`src/rtl/riscv_pkg.sv`:
```
// RV32I decode types: ALU ops, branch kinds, control word, opcodes and small lookup helpers.
package riscv_pkg;

    typedef enum logic [4:0] {
        ALU_ADD    = 5'd0,
        ALU_SUB    = 5'd1,
        ALU_SLL    = 5'd2,
        ALU_SLT    = 5'd3,
        ALU_SLTU   = 5'd4,
        ALU_XOR    = 5'd5,
        ALU_SRL    = 5'd6,
        ALU_SRA    = 5'd7,
        ALU_OR     = 5'd8,
        ALU_AND    = 5'd9,
        ALU_MUL    = 5'd10,
        ALU_MULH   = 5'd11,
        ALU_MULHSU = 5'd12,
        ALU_MULHU  = 5'd13,
        ALU_DIV    = 5'd14,
        ALU_DIVU   = 5'd15,
        ALU_REM    = 5'd16,
        ALU_REMU   = 5'd17
    } alu_op_t;

    typedef enum logic [2:0] {
        BR_NONE = 3'd0,
        BR_EQ   = 3'd1,
        BR_NE   = 3'd2,
        BR_LT   = 3'd3,
        BR_GE   = 3'd4,
        BR_LTU  = 3'd5,
        BR_GEU  = 3'd6
    } branch_t;

    localparam logic [1:0] JUMP_NONE = 2'd0;
    localparam logic [1:0] JUMP_JAL  = 2'd1;
    localparam logic [1:0] JUMP_JALR = 2'd2;

    localparam logic [1:0] MEM_BYTE = 2'd0;
    localparam logic [1:0] MEM_HALF = 2'd1;
    localparam logic [1:0] MEM_WORD = 2'd2;

    localparam logic [6:0] OPC_LUI      = 7'b0110111;
    localparam logic [6:0] OPC_AUIPC    = 7'b0010111;
    localparam logic [6:0] OPC_JAL      = 7'b1101111;
    localparam logic [6:0] OPC_JALR     = 7'b1100111;
    localparam logic [6:0] OPC_BRANCH   = 7'b1100011;
    localparam logic [6:0] OPC_LOAD     = 7'b0000011;
    localparam logic [6:0] OPC_STORE    = 7'b0100011;
    localparam logic [6:0] OPC_OP_IMM   = 7'b0010011;
    localparam logic [6:0] OPC_OP       = 7'b0110011;
    localparam logic [6:0] OPC_MISC_MEM = 7'b0001111;
    localparam logic [6:0] OPC_SYSTEM   = 7'b1110011;

    typedef struct packed {
        alu_op_t     alu_op;
        logic        alu_src_imm;
        logic        alu_src_pc;
        logic        mem_read;
        logic        mem_write;
        logic [1:0]  mem_size;
        logic        mem_unsigned;
        branch_t     branch_type;
        logic [1:0]  jump;
        logic        reg_write;
        logic        illegal;
    } ctrl_t;

    // alt selects SUB/SRA when instruction bit 30 is set on the relevant funct3
    function automatic alu_op_t base_alu_op(input logic [2:0] funct3, input logic alt);
        case (funct3)
            3'b000:  return alt ? ALU_SUB : ALU_ADD;
            3'b001:  return ALU_SLL;
            3'b010:  return ALU_SLT;
            3'b011:  return ALU_SLTU;
            3'b100:  return ALU_XOR;
            3'b101:  return alt ? ALU_SRA : ALU_SRL;
            3'b110:  return ALU_OR;
            default: return ALU_AND;
        endcase
    endfunction

    function automatic alu_op_t m_alu_op(input logic [2:0] funct3);
        case (funct3)
            3'b000:  return ALU_MUL;
            3'b001:  return ALU_MULH;
            3'b010:  return ALU_MULHSU;
            3'b011:  return ALU_MULHU;
            3'b100:  return ALU_DIV;
            3'b101:  return ALU_DIVU;
            3'b110:  return ALU_REM;
            default: return ALU_REMU;
        endcase
    endfunction

endpackage

```
`src/rtl/instruction_decoder.sv`:
```
// Combinational RV32I decoder: control word, sign-extended immediate and source usage.
// Macro RV32M_EN enables decoding of the M-extension multiply/divide ops.
module instruction_decoder
    import riscv_pkg::*;
(
    input  logic [31:0] instruction,
    output ctrl_t       ctrl,
    output logic [31:0] imm,
    output logic        uses_rs1,
    output logic        uses_rs2,
    output logic        zero_rs1
);

    logic [6:0]  opcode;
    logic [2:0]  funct3;
    logic [6:0]  funct7;
    logic [31:0] imm_i, imm_s, imm_b, imm_u, imm_j;
    logic        illegal;

    assign opcode = instruction[6:0];
    assign funct3 = instruction[14:12];
    assign funct7 = instruction[31:25];

    assign imm_i = {{20{instruction[31]}}, instruction[31:20]};
    assign imm_s = {{20{instruction[31]}}, instruction[31:25], instruction[11:7]};
    assign imm_b = {{19{instruction[31]}}, instruction[31], instruction[7],
                    instruction[30:25], instruction[11:8], 1'b0};
    assign imm_u = {instruction[31:12], 12'b0};
    assign imm_j = {{11{instruction[31]}}, instruction[31], instruction[19:12],
                    instruction[20], instruction[30:21], 1'b0};

    always_comb begin
        ctrl        = '0;
        ctrl.alu_op = ALU_ADD;
        imm         = '0;
        uses_rs1    = 1'b0;
        uses_rs2    = 1'b0;
        zero_rs1    = 1'b0;
        illegal     = 1'b0;

        case (opcode)
            OPC_LUI: begin
                ctrl.alu_src_imm = 1'b1;
                ctrl.reg_write   = 1'b1;
                imm              = imm_u;
                zero_rs1         = 1'b1;
            end
            OPC_AUIPC: begin
                ctrl.alu_src_pc  = 1'b1;
                ctrl.alu_src_imm = 1'b1;
                ctrl.reg_write   = 1'b1;
                imm              = imm_u;
            end
            OPC_JAL: begin
                ctrl.alu_src_pc  = 1'b1;
                ctrl.alu_src_imm = 1'b1;
                ctrl.jump        = JUMP_JAL;
                ctrl.reg_write   = 1'b1;
                imm              = imm_j;
            end
            OPC_JALR: begin
                illegal          = (funct3 != 3'b000);
                ctrl.alu_src_imm = 1'b1;
                ctrl.jump        = JUMP_JALR;
                ctrl.reg_write   = 1'b1;
                uses_rs1         = 1'b1;
                imm              = imm_i;
            end
            OPC_BRANCH: begin
                case (funct3)
                    3'b000:  ctrl.branch_type = BR_EQ;
                    3'b001:  ctrl.branch_type = BR_NE;
                    3'b100:  ctrl.branch_type = BR_LT;
                    3'b101:  ctrl.branch_type = BR_GE;
                    3'b110:  ctrl.branch_type = BR_LTU;
                    3'b111:  ctrl.branch_type = BR_GEU;
                    default: illegal = 1'b1;
                endcase
                uses_rs1 = 1'b1;
                uses_rs2 = 1'b1;
                imm      = imm_b;
            end
            OPC_LOAD: begin
                illegal           = (funct3 == 3'b011) || (funct3[2] && funct3[1]);
                ctrl.mem_read     = 1'b1;
                ctrl.mem_size     = funct3[1:0];
                ctrl.mem_unsigned = funct3[2];
                ctrl.alu_src_imm  = 1'b1;
                ctrl.reg_write    = 1'b1;
                uses_rs1          = 1'b1;
                imm               = imm_i;
            end
            OPC_STORE: begin
                illegal          = funct3[2] || (funct3[1:0] == 2'b11);
                ctrl.mem_write   = 1'b1;
                ctrl.mem_size    = funct3[1:0];
                ctrl.alu_src_imm = 1'b1;
                uses_rs1         = 1'b1;
                uses_rs2         = 1'b1;
                imm              = imm_s;
            end
            OPC_OP_IMM: begin
                if (funct3 == 3'b001)
                    illegal = (funct7 != 7'b0000000);
                else if (funct3 == 3'b101)
                    illegal = (funct7 != 7'b0000000) && (funct7 != 7'b0100000);
                ctrl.alu_op      = base_alu_op(funct3, (funct3 == 3'b101) && instruction[30]);
                ctrl.alu_src_imm = 1'b1;
                ctrl.reg_write   = 1'b1;
                uses_rs1         = 1'b1;
                imm              = imm_i;
            end
            OPC_OP: begin
                uses_rs1       = 1'b1;
                uses_rs2       = 1'b1;
                ctrl.reg_write = 1'b1;
                if (funct7 == 7'b0000000)
                    ctrl.alu_op = base_alu_op(funct3, 1'b0);
                else if (funct7 == 7'b0100000 && (funct3 == 3'b000 || funct3 == 3'b101))
                    ctrl.alu_op = base_alu_op(funct3, 1'b1);
`ifdef RV32M_EN
                else if (funct7 == 7'b0000001)
                    ctrl.alu_op = m_alu_op(funct3);
`endif
                else
                    illegal = 1'b1;
            end
            OPC_MISC_MEM: begin
                // FENCE is ordered trivially in this in-order pipe, so it issues as a NOP
                illegal = (funct3 != 3'b000);
            end
            default: illegal = 1'b1;
        endcase

        if (instruction[1:0] != 2'b11)
            illegal = 1'b1;

        if (illegal) begin
            ctrl        = '0;
            ctrl.alu_op = ALU_ADD;
            uses_rs1    = 1'b0;
            uses_rs2    = 1'b0;
            zero_rs1    = 1'b0;
        end
        ctrl.illegal = illegal;

        if (instruction[11:7] == 5'd0)
            ctrl.reg_write = 1'b0;
    end

endmodule

```
`src/rtl/decode_stage.sv`:
```
// RV32I decode stage: fetch/execute handshake, load-use interlock, flush and ID/EX register.
// Macro RV32M_EN (see instruction_decoder) enables the M-extension ops.
module decode_stage
    import riscv_pkg::*;
#(
    parameter logic [31:0] RESET_PC = 32'h0000_0000
) (
    input  logic        clk,
    input  logic        reset_n,
    input  logic        fetch_valid,
    input  logic [31:0] fetch_pc,
    input  logic [31:0] fetch_instruction,
    output logic        fetch_ready,
    output logic [4:0]  rs1_address,
    output logic [4:0]  rs2_address,
    input  logic [31:0] rs1_data,
    input  logic [31:0] rs2_data,
    input  logic        flush,
    input  logic        ex_ready,
    output logic        ex_valid,
    output logic [31:0] ex_pc,
    output logic [31:0] ex_rs1_data,
    output logic [31:0] ex_rs2_data,
    output logic [31:0] ex_imm,
    output logic [4:0]  ex_rs1_address,
    output logic [4:0]  ex_rs2_address,
    output logic [4:0]  ex_rd_address,
    output logic [4:0]  ex_alu_op,
    output logic        ex_alu_src_imm,
    output logic        ex_alu_src_pc,
    output logic        ex_mem_read,
    output logic        ex_mem_write,
    output logic [1:0]  ex_mem_size,
    output logic        ex_mem_unsigned,
    output logic [2:0]  ex_branch_type,
    output logic [1:0]  ex_jump,
    output logic        ex_reg_write,
    output logic        ex_illegal
);

    ctrl_t       dec_ctrl;
    ctrl_t       ex_ctrl;
    logic [31:0] dec_imm;
    logic        uses_rs1, uses_rs2, zero_rs1;
    logic        advance, hazard;

    instruction_decoder u_decoder (
        .instruction (fetch_instruction),
        .ctrl        (dec_ctrl),
        .imm         (dec_imm),
        .uses_rs1    (uses_rs1),
        .uses_rs2    (uses_rs2),
        .zero_rs1    (zero_rs1)
    );

    assign rs1_address = fetch_instruction[19:15];
    assign rs2_address = fetch_instruction[24:20];

    assign advance = !ex_valid || ex_ready;
    assign hazard  = ex_valid && ex_ctrl.mem_read && (ex_rd_address != 5'd0) &&
                     ((uses_rs1 && ex_rd_address == rs1_address) ||
                      (uses_rs2 && ex_rd_address == rs2_address));
    assign fetch_ready = flush || (advance && !hazard);

    // ID/EX boundary
    always_ff @(posedge clk or negedge reset_n) begin
        if (!reset_n) begin
            ex_valid       <= 1'b0;
            ex_pc          <= RESET_PC;
            ex_rs1_data    <= '0;
            ex_rs2_data    <= '0;
            ex_imm         <= '0;
            ex_rs1_address <= '0;
            ex_rs2_address <= '0;
            ex_rd_address  <= '0;
            ex_ctrl        <= '0;
        end else if (flush) begin
            ex_valid <= 1'b0;
        end else if (advance) begin
            if (hazard) begin
                ex_valid <= 1'b0;
            end else begin
                ex_valid       <= fetch_valid;
                ex_pc          <= fetch_pc;
                ex_rs1_address <= zero_rs1 ? 5'd0 : rs1_address;
                ex_rs1_data    <= zero_rs1 ? 32'd0 : rs1_data;
                ex_rs2_address <= rs2_address;
                ex_rs2_data    <= rs2_data;
                ex_rd_address  <= fetch_instruction[11:7];
                ex_imm         <= dec_imm;
                ex_ctrl        <= dec_ctrl;
            end
        end
    end

    assign ex_alu_op       = ex_ctrl.alu_op;
    assign ex_alu_src_imm  = ex_ctrl.alu_src_imm;
    assign ex_alu_src_pc   = ex_ctrl.alu_src_pc;
    assign ex_mem_read     = ex_ctrl.mem_read;
    assign ex_mem_write    = ex_ctrl.mem_write;
    assign ex_mem_size     = ex_ctrl.mem_size;
    assign ex_mem_unsigned = ex_ctrl.mem_unsigned;
    assign ex_branch_type  = ex_ctrl.branch_type;
    assign ex_jump         = ex_ctrl.jump;
    assign ex_reg_write    = ex_ctrl.reg_write;
    assign ex_illegal      = ex_ctrl.illegal;

endmodule
```
`config.mk`:
```
export PLATFORM = sky130hd
export DESIGN_NAME = decode_stage
export DESIGN_NICKNAME = d
export VERILOG_FILES = /design/src/rtl/riscv_pkg.sv /design/src/rtl/instruction_decoder.sv /design/src/rtl/decode_stage.sv
export SDC_FILE = /design/constraint.sdc
export NUM_CORES = 1
export LEC_CHECK = 0
export ABC_CLOCK_PERIOD_IN_PS = 9450
export CAP_MARGIN = 20
export CORE_MARGIN = 2
export CORE_UTILIZATION = 48
export CTS_BUF_LIST = sky130_fd_sc_hd__clkbuf_2
export CTS_CLUSTER_SIZE = 24
export DETAILED_ROUTE_END_ITERATION = 8
export PLACE_DENSITY = 0.92
export SLEW_MARGIN = 20
export SYNTH_ARGS = -nofsm -noshare
export SYNTH_HDL_FRONTEND = slang
export SYNTH_SLANG_ARGS = --single-unit
```
`constraint.sdc`:
```
create_clock -name clk -period 9.45 [get_ports clk]
set_input_delay 2.835 -clock clk [delete_from_list [all_inputs] [get_ports clk]]
set_output_delay 2.835 -clock clk [all_outputs]
set_load 0.02 [all_outputs]
```
==> flow_summary.json, run 1 <==
{
  "p_int_w": 0.00114,
  "antenna_found_initial": 1,
  "rsz0062_at_grt": "false",
  "cts.sinks": 162,
  "cts-buffers-inserted": 17,
  "root_buffer": "clkbuf_2",
  "drt_iter0_drc": 469,
  "synth_nets": 728,
  "io_buffer_count": 305,
  "r2r_slack_ns": 6.26,
  "grt_pass1_wl_um": 35400,
  "dp_slack_ns": 0.794,
  "fp-row-count": 45,
  "grtUsageMet1_pct": 34.0,
  "clkSlewWorstSetupHoldPaths_ns": 0.21,
  "fin_skew_ns": 0.0390,
  "totalWireLength_um": 23300,
  "rr_startpoint": "ex_rd_address[1]",
  "fin_nets": 999,
  "n_fill_cell": 1086,
  "violations": "DRC",
  "synth_edf_count": 0,
  "final-hold-violation-count": 0,
  "relSlewSlack_pct": 31.8,
  "clk_path_buf_depth": 2,
  "insertion_delay_ns": 0.73,
  "grt-busiest-layer": "met2",
  "worstReg2RegEnd": "ex_pc[11]",
  "p_sw_share_pct": 32.1,
  "setup_violations": 0,
  "min_from": "ex_branch_type[0]",
  "hold_path.class": "reg -> reg",
  "ant_nets": 0,
  "cap_violations": 0,
  "ios": 307,
  "htreeDepth": 4,
  "use_met2_pct": 46.6,
  "vias_per_cell": 5.64,
  "timing.hold.ws_ns": 0.525,
  "final_cell_area_sq_mm": 0.0109,
  "cts_resized": 0,
  "max_freq_ghz": 0.115,
  "post_cts_buffers": 0,
  "synth_warnings": 0,
  "p_comb_share_pct": 28.8,
  "dr.pass1.iters": 7,
  "async_flop_share_pct": 100,
  "vias": 6150,
  "switching_power_w": 0.000540,
  "wl_per_cell_um": 21.3,
  "synth.distinct_cells": 58,
  "postCtsHoldBufs": 0,
  "drv_slew": 0,
  "critical-path-max-stage-delay_ns": 0.78,
  "ys_ff_latch": 162,
  "setup_slack_ns": 0.785,
  "cpMaxStageDelayCell": "clkdlybuf4s50_1",
  "cts_tree": "done",
  "outcome": "finished, violations left",
  "p_leak_nw": 4.40,
  "ir_drop_uv": 133,
  "start_util_pct": 49.4,
  "yosysSeqAreaShare_pct": 53.5,
  "placed_cell_area_sq_mm": 0.0106,
  "crit_top_cell": "clkdlybuf4s50_1",
  "core_region_area_sq_mm": 0.0153,
  "start_kind": "primary input",
  "clock_power_share_pct": 23.0,
  "crit_start": "fetch_instruction[3]",
  "timing.critical_path.to": "fetch_ready",
  "netlist_instances": 595,
  "critPathCaptureType": "output pin",
  "area_growth_pct": 43.3,
  "grt_max_degree": 88,
  "drive_gt1_share_pct": 18.5,
  "min_period_over_period_pct": 91.7,
  "die_x_um": 130,
  "power_density_mw_per_mm2": 155,
  "tightest_slew_ns": 1.02,
  "avgSynthCellArea_sq_um": 12.7,
  "required_ns": 6.62,
  "first_global_vias": 6300,
  "hpwl_um": 16800,
  "arrival_ns": 5.83,
  "crit_type": "in -> out",
  "crit_chain": "clkdlybuf4s50_1, or3b_2, a2111oi_0, a211o_1, or3_1, o21ai_0, nand2b_1, clkdlybuf4s50_1",
  "drc": 1,
  "gr-usage-met3_pct": 9.99,
  "p_seq_share_pct": 48.2,
  "reg2reg_depth": 7,
  "fin_crit_ns": 8.66,
  "finalSetupTns_ns": 0,
  "dieArea_sq_mm": 0.0168,
  "overflow": 0,
  "syn-cell-area_sq_mm": 0.00757,
  "grt.total_usage_pct": 27.9,
  "place.gp.congestion": 0.888,
  "die_h_um": 130,
  "synth_flop_cell": "dfrtp_1",
  "path_max_fanout": 15
}
-- logic make-up (layout without fill, tap and decap cells) --
| group | after synthesis | count (layout) | share of synthesized area, % |
|---|---|---|---|
| AOI/OAI and AO/OA | 153 | 153 | 19.6 |
| xor gates and xnor gates | 12 | 12 | 1.39 |
| buffers and inverters | 69 | 353 | 5.49 |
| DFF | 162 | 162 | 53.5 |
| muxes | 78 | 78 | 11.6 |
| other | 1 | 2 | 0.0495 |
| and+or+nand+nor | 120 | 120 | 8.33 |
-- sequential cells by signal, summed over array words and instances, names as in the netlist, 2 cells and up --
| signal | cells |
|---|---|
| ex_alu_op | 4 |
| ex_branch_type | 3 |
| ex_imm | 32 |
| ex_jump | 2 |
| ex_mem_size | 2 |
| ex_pc | 32 |
| ex_rd_address | 5 |
| ex_rs1_address | 5 |
| ex_rs1_data | 32 |
| ex_rs2_address | 5 |
| ex_rs2_data | 32 |
-- worst max-delay path, delay by kind of cell --
kind                   cells  cell delay, ns
AOI/OAI and AO/OA          3            0.75
buffers and inverters      2            1.37
and+or+nand+nor            3            0.88
-- power by group through the flow --
stage	combinational, W	sequential [W]	clock [W]
finish	0.000484	0.000809	0.000387
global route	0.000511	0.000817	0.000424
CTS	0.000487	0.000809	0.000397
detailed placement	0.000485	0.000820	0
global placement	0.000479	0.000816	0
floorplan	0.000144	0.000904	0
-- through the flow --
stage	utilization (%)	instances	power, W
after detailed placement	69.3	1058	0.00131
after global placement	69.3	1058	0.00130
final	70.9	1091	0.00168
after CTS	70.8	1090	0.00169
after floorplan	-	595	0.00105
after global routing	70.9	1091	0.00175
-- cell usage after synthesis, drive strengths merged (2+ instances only) --
cell type / instances / share of area (%)
dfrtp: 162 / 54
mux2: 77 / 11
nand3: 49 / 3.2
o2bb2ai: 44 / 8.4
buf: 39 / 4.0
clkbuf: 24 / 1.2
a21oi: 23 / 1.6
o22a: 23 / 2.7
nand2: 20 / 0.99
a211o: 13 / 1.5
a32o: 13 / 1.7
nor2: 12 / 0.59
o21ai: 12 / 0.94
xnor2: 11 / 1.3
inv: 6 / 0.30
nor2b: 6 / 0.50
nor3: 6 / 0.46
a22o: 5 / 0.58
and2: 5 / 0.41
a221o: 4 / 0.53
nand2b: 4 / 0.33
a2111oi: 3 / 0.43
nand4: 3 / 0.25
o22ai: 3 / 0.25
or4: 3 / 0.35
a21boi: 2 / 0.20
and3: 2 / 0.17
o31ai: 2 / 0.20
-- cell usage in the layout (no fill, tap or decap), types with 3 or more instances in the layout --
| master | netlist | final |
|---|---|---|
| o2bb2ai_1 | 4 | 4 |
| a32o_1 | 13 | 13 |
| nand3_1 | 49 | 49 |
| o22a_1 | 23 | 23 |
| nand4_1 | 3 | 3 |
| a221o_1 | 4 | 4 |
| buf_4 | 15 | 9 |
| nor2_1 | 12 | 11 |
| a211o_1 | 13 | 13 |
| mux2_2 | 72 | 72 |
| nand2b_1 | 4 | 4 |
| nor2b_1 | 6 | 5 |
| dfrtp_1 | 162 | 162 |
| mux2_1 | 5 | 5 |
| and2_1 | 5 | 5 |
| o21ai_0 | 11 | 11 |
| clkinvlp_4 | 0 | 3 |
| inv_1 | 6 | 6 |
| xnor2_1 | 11 | 11 |
| nor3_1 | 5 | 5 |
| nand2_1 | 20 | 20 |
| o22ai_1 | 3 | 3 |
| a21oi_1 | 22 | 22 |
| a22o_1 | 5 | 5 |
| o2bb2ai_2 | 40 | 40 |
| clkdlybuf4s50_1 | 0 | 304 |
| clkbuf_2 | 0 | 18 |
| inv_6 | 0 | 4 |
-- how the worst min path moves through the flow --
stage                        end  slack (ns)  cells past startpoint
2_1_floorplan     ex_rs1_data[0]        0.60                      1
3_3_place_gp   ex_branch_type[2]        0.47                      1
3_5_place_dp      ex_rs1_data[7]        0.48                      1
4_1_cts           ex_rs1_data[1]        0.53                      1
5_1_grt           ex_rs1_data[1]        0.54                      1
6_report       ex_branch_type[0]        0.53                      1
-- metal layers --
layer,wire length [um],share of wire (%),vias to the layer above
met1,9010,39,3037
met3,2200,9.4,47
met2,11500,50,316
li1,-,-,2750
met4,535,2.3,0
met5,0,0,-
-- area by class of cell --
cell class                      count  area (sq um)  area share, %
Sequential cell                   162          4050           37.4
Inverter                            6          22.5          0.208
Clock buffer                       18          90.1          0.830
Multi-Input combinational cell    364          3130           28.8
Timing Repair Buffer              315          3140           29.0
Antenna cell                        1          2.50         0.0231
Clock inverter                     14           151           1.40
Tap cell                          211           264           2.43
(Power assumes the default switching activity.)
==> run 2, diff against run 1 <==
--- a/config.mk
+++ b/config.mk
@@ -7,7 +7,7 @@
 export LEC_CHECK = 0
 export ABC_CLOCK_PERIOD_IN_PS = 9450
 export CAP_MARGIN = 20
-export CORE_MARGIN = 2
+export CORE_MARGIN = 5
 export CORE_UTILIZATION = 48
 export CTS_BUF_LIST = sky130_fd_sc_hd__clkbuf_2
 export CTS_CLUSTER_SIZE = 24
==> flow_summary.json, run 2 (synthesized netlist as in run 1, its figures left out) <==
{
  "overflow": 0,
  "timing.hold.ws_ns": 0.522,
  "cts-buffers-inserted": 17,
  "path_max_fanout": 20,
  "layout_commonest_cell": "clkdlybuf4s50_1",
  "area_growth_pct": 43.1,
  "critPathCaptureType": "output pin",
  "io_buffer_count": 305,
  "p_leak_nw": 4.38,
  "grt_max_degree": 93,
  "first_global_vias": 6598,
  "cap_violations": 0,
  "hold_path.class": "reg -> reg",
  "critical-path-max-stage-delay_ns": 0.74,
  "fin_nets": 998,
  "post_cts_buffers": 0,
  "final-hold-violation-count": 0,
  "vias_per_cell": 5.62,
  "fin_skew_ns": 0.0490,
  "wl_per_cell_um": 21.7,
  "switching_power_w": 0.000539,
  "finalSetupTns_ns": 0,
  "rsz0062_at_grt": "false",
  "required_ns": 6.62,
  "insertion_delay_ns": 0.73,
  "cts_tree": "done",
  "tightest_slew_ns": 1.04,
  "antenna_found_initial": 1,
  "cpMaxStageDelayCell": "clkdlybuf4s50_1",
  "setup_violations": 0,
  "p_seq_share_pct": 49.1,
  "clkSlewWorstSetupHoldPaths_ns": 0.23,
  "start_util_pct": 48.4,
  "clk_path_buf_depth": 2,
  "vias": 6150,
  "p_comb_share_pct": 29.2,
  "ios": 307,
  "hpwl_um": 17200,
  "core_region_area_sq_mm": 0.0157,
  "clock_power_share_pct": 21.7,
  "totalWireLength_um": 23700,
  "crit_type": "in -> out",
  "max_freq_ghz": 0.114,
  "postCtsHoldBufs": 0,
  "relSlewSlack_pct": 30.7,
  "drive_gt1_share_pct": 18.3,
  "cp_top_family": "buffers and inverters",
  "dr.pass1.iters": 5,
  "drt_iter0_drc": 442,
  "place.gp.congestion": 0.859,
  "arrival_ns": 5.97,
  "htreeDepth": 4,
  "min_period_over_period_pct": 93.2,
  "grt_pass1_wl_um": 36500,
  "final_cell_mix": "clkdlybuf4s50_1 (304), dfrtp_1 (162), mux2_2 (72), nand3_1 (49), o2bb2ai_2 (40)",
  "drc": 0,
  "ant_nets": 0,
  "p_sw_share_pct": 32.7,
  "cts_resized": 0,
  "path_buf_inv": 2,
  "start_kind": "primary input",
  "die_h_um": 136,
  "drv_slew": 0,
  "p_int_w": 0.00111,
  "ir_drop_uv": 119,
  "dieArea_sq_mm": 0.0184,
  "fin_crit_ns": 8.80,
  "power_density_mw_per_mm2": 152,
  "fp-row-count": 46,
  "root_buffer": "clkbuf_2",
  "crit_chain": "clkdlybuf4s50_1, or2_2, a2111oi_0, o22ai_1, or3_1, o21ai_0, nand2b_1, clkdlybuf4s50_1",
  "cts.sinks": 162,
  "outcome": "complete, no violations",
  "die_x_um": 136,
  "crit_top_cell": "clkdlybuf4s50_1",
  "grt.total_usage_pct": 25.7
}
run 2: through the flow:
step	util (%)	total power, W	area, sq um	worst slack [ns]	std cells
after floorplan	-	0.00105	7570	2.02	595
after global placement	67.6	0.00129	10600	0.722	1061
after detailed placement	67.6	0.00131	10600	0.703	1061
after CTS	69.0	0.00167	10800	0.695	1093
after global routing	69.2	0.00173	10800	0.481	1095
final	69.2	0.00165	10800	0.646	1095
run 2: final timing paths:
kind	cells after the start	startpoint	to	slack, ns
min reg2reg	1	ex_alu_op[0]	ex_alu_op[0]	0.52
min	1	ex_alu_op[0]	ex_alu_op[0]	0.52
max reg2reg	7	ex_rd_address[1]	ex_rs2_data[21]	6.19
max in group asynchronous	2	reset_n	ex_imm[7]	5.84
min in group asynchronous	1	reset_n	ex_alu_op[3]	2.14
max	8	fetch_instruction[6]	fetch_ready	0.65
run 2: power by group through the flow:
stage	Sequential, W	Combinational, W	Clock, W
floorplan	0.000904	0.000144	0
global placement	0.000816	0.000477	0
detailed placement	0.000821	0.000484	0
CTS	0.000809	0.000487	0.000372
global route	0.000820	0.000509	0.000398
finish	0.000809	0.000482	0.000358
run 2: metal layers:
metal	global-route usage [%]	routed length [um]
met4	8.57	482
met1	31.2	9060
met5	0	0
met2	42.5	11900
met3	9.51	2280
run 2: cell type report:
cell class | instances | area (sq um)
flip-flops and latches | 162 | 4050
multi-input cells | 364 | 3130
clock buffers | 17 | 85.1
clock inverters | 15 | 133
well taps | 216 | 270
fillers | 1146 | 4820
diodes | 1 | 2.50
inverters | 6 | 22.5
repair buffers | 314 | 3140
==> run 3, diff against run 2 <==
--- a/config.mk
+++ b/config.mk
@@ -13,7 +13,6 @@
 export CTS_CLUSTER_SIZE = 24
 export DETAILED_ROUTE_END_ITERATION = 8
 export PLACE_DENSITY = 0.92
-export SLEW_MARGIN = 20
 export SYNTH_ARGS = -nofsm -noshare
 export SYNTH_HDL_FRONTEND = slang
 export SYNTH_SLANG_ARGS = --single-unit
==> results of run 3 <==
No change in the layout: final DEF, timing and power equal those of run 2.
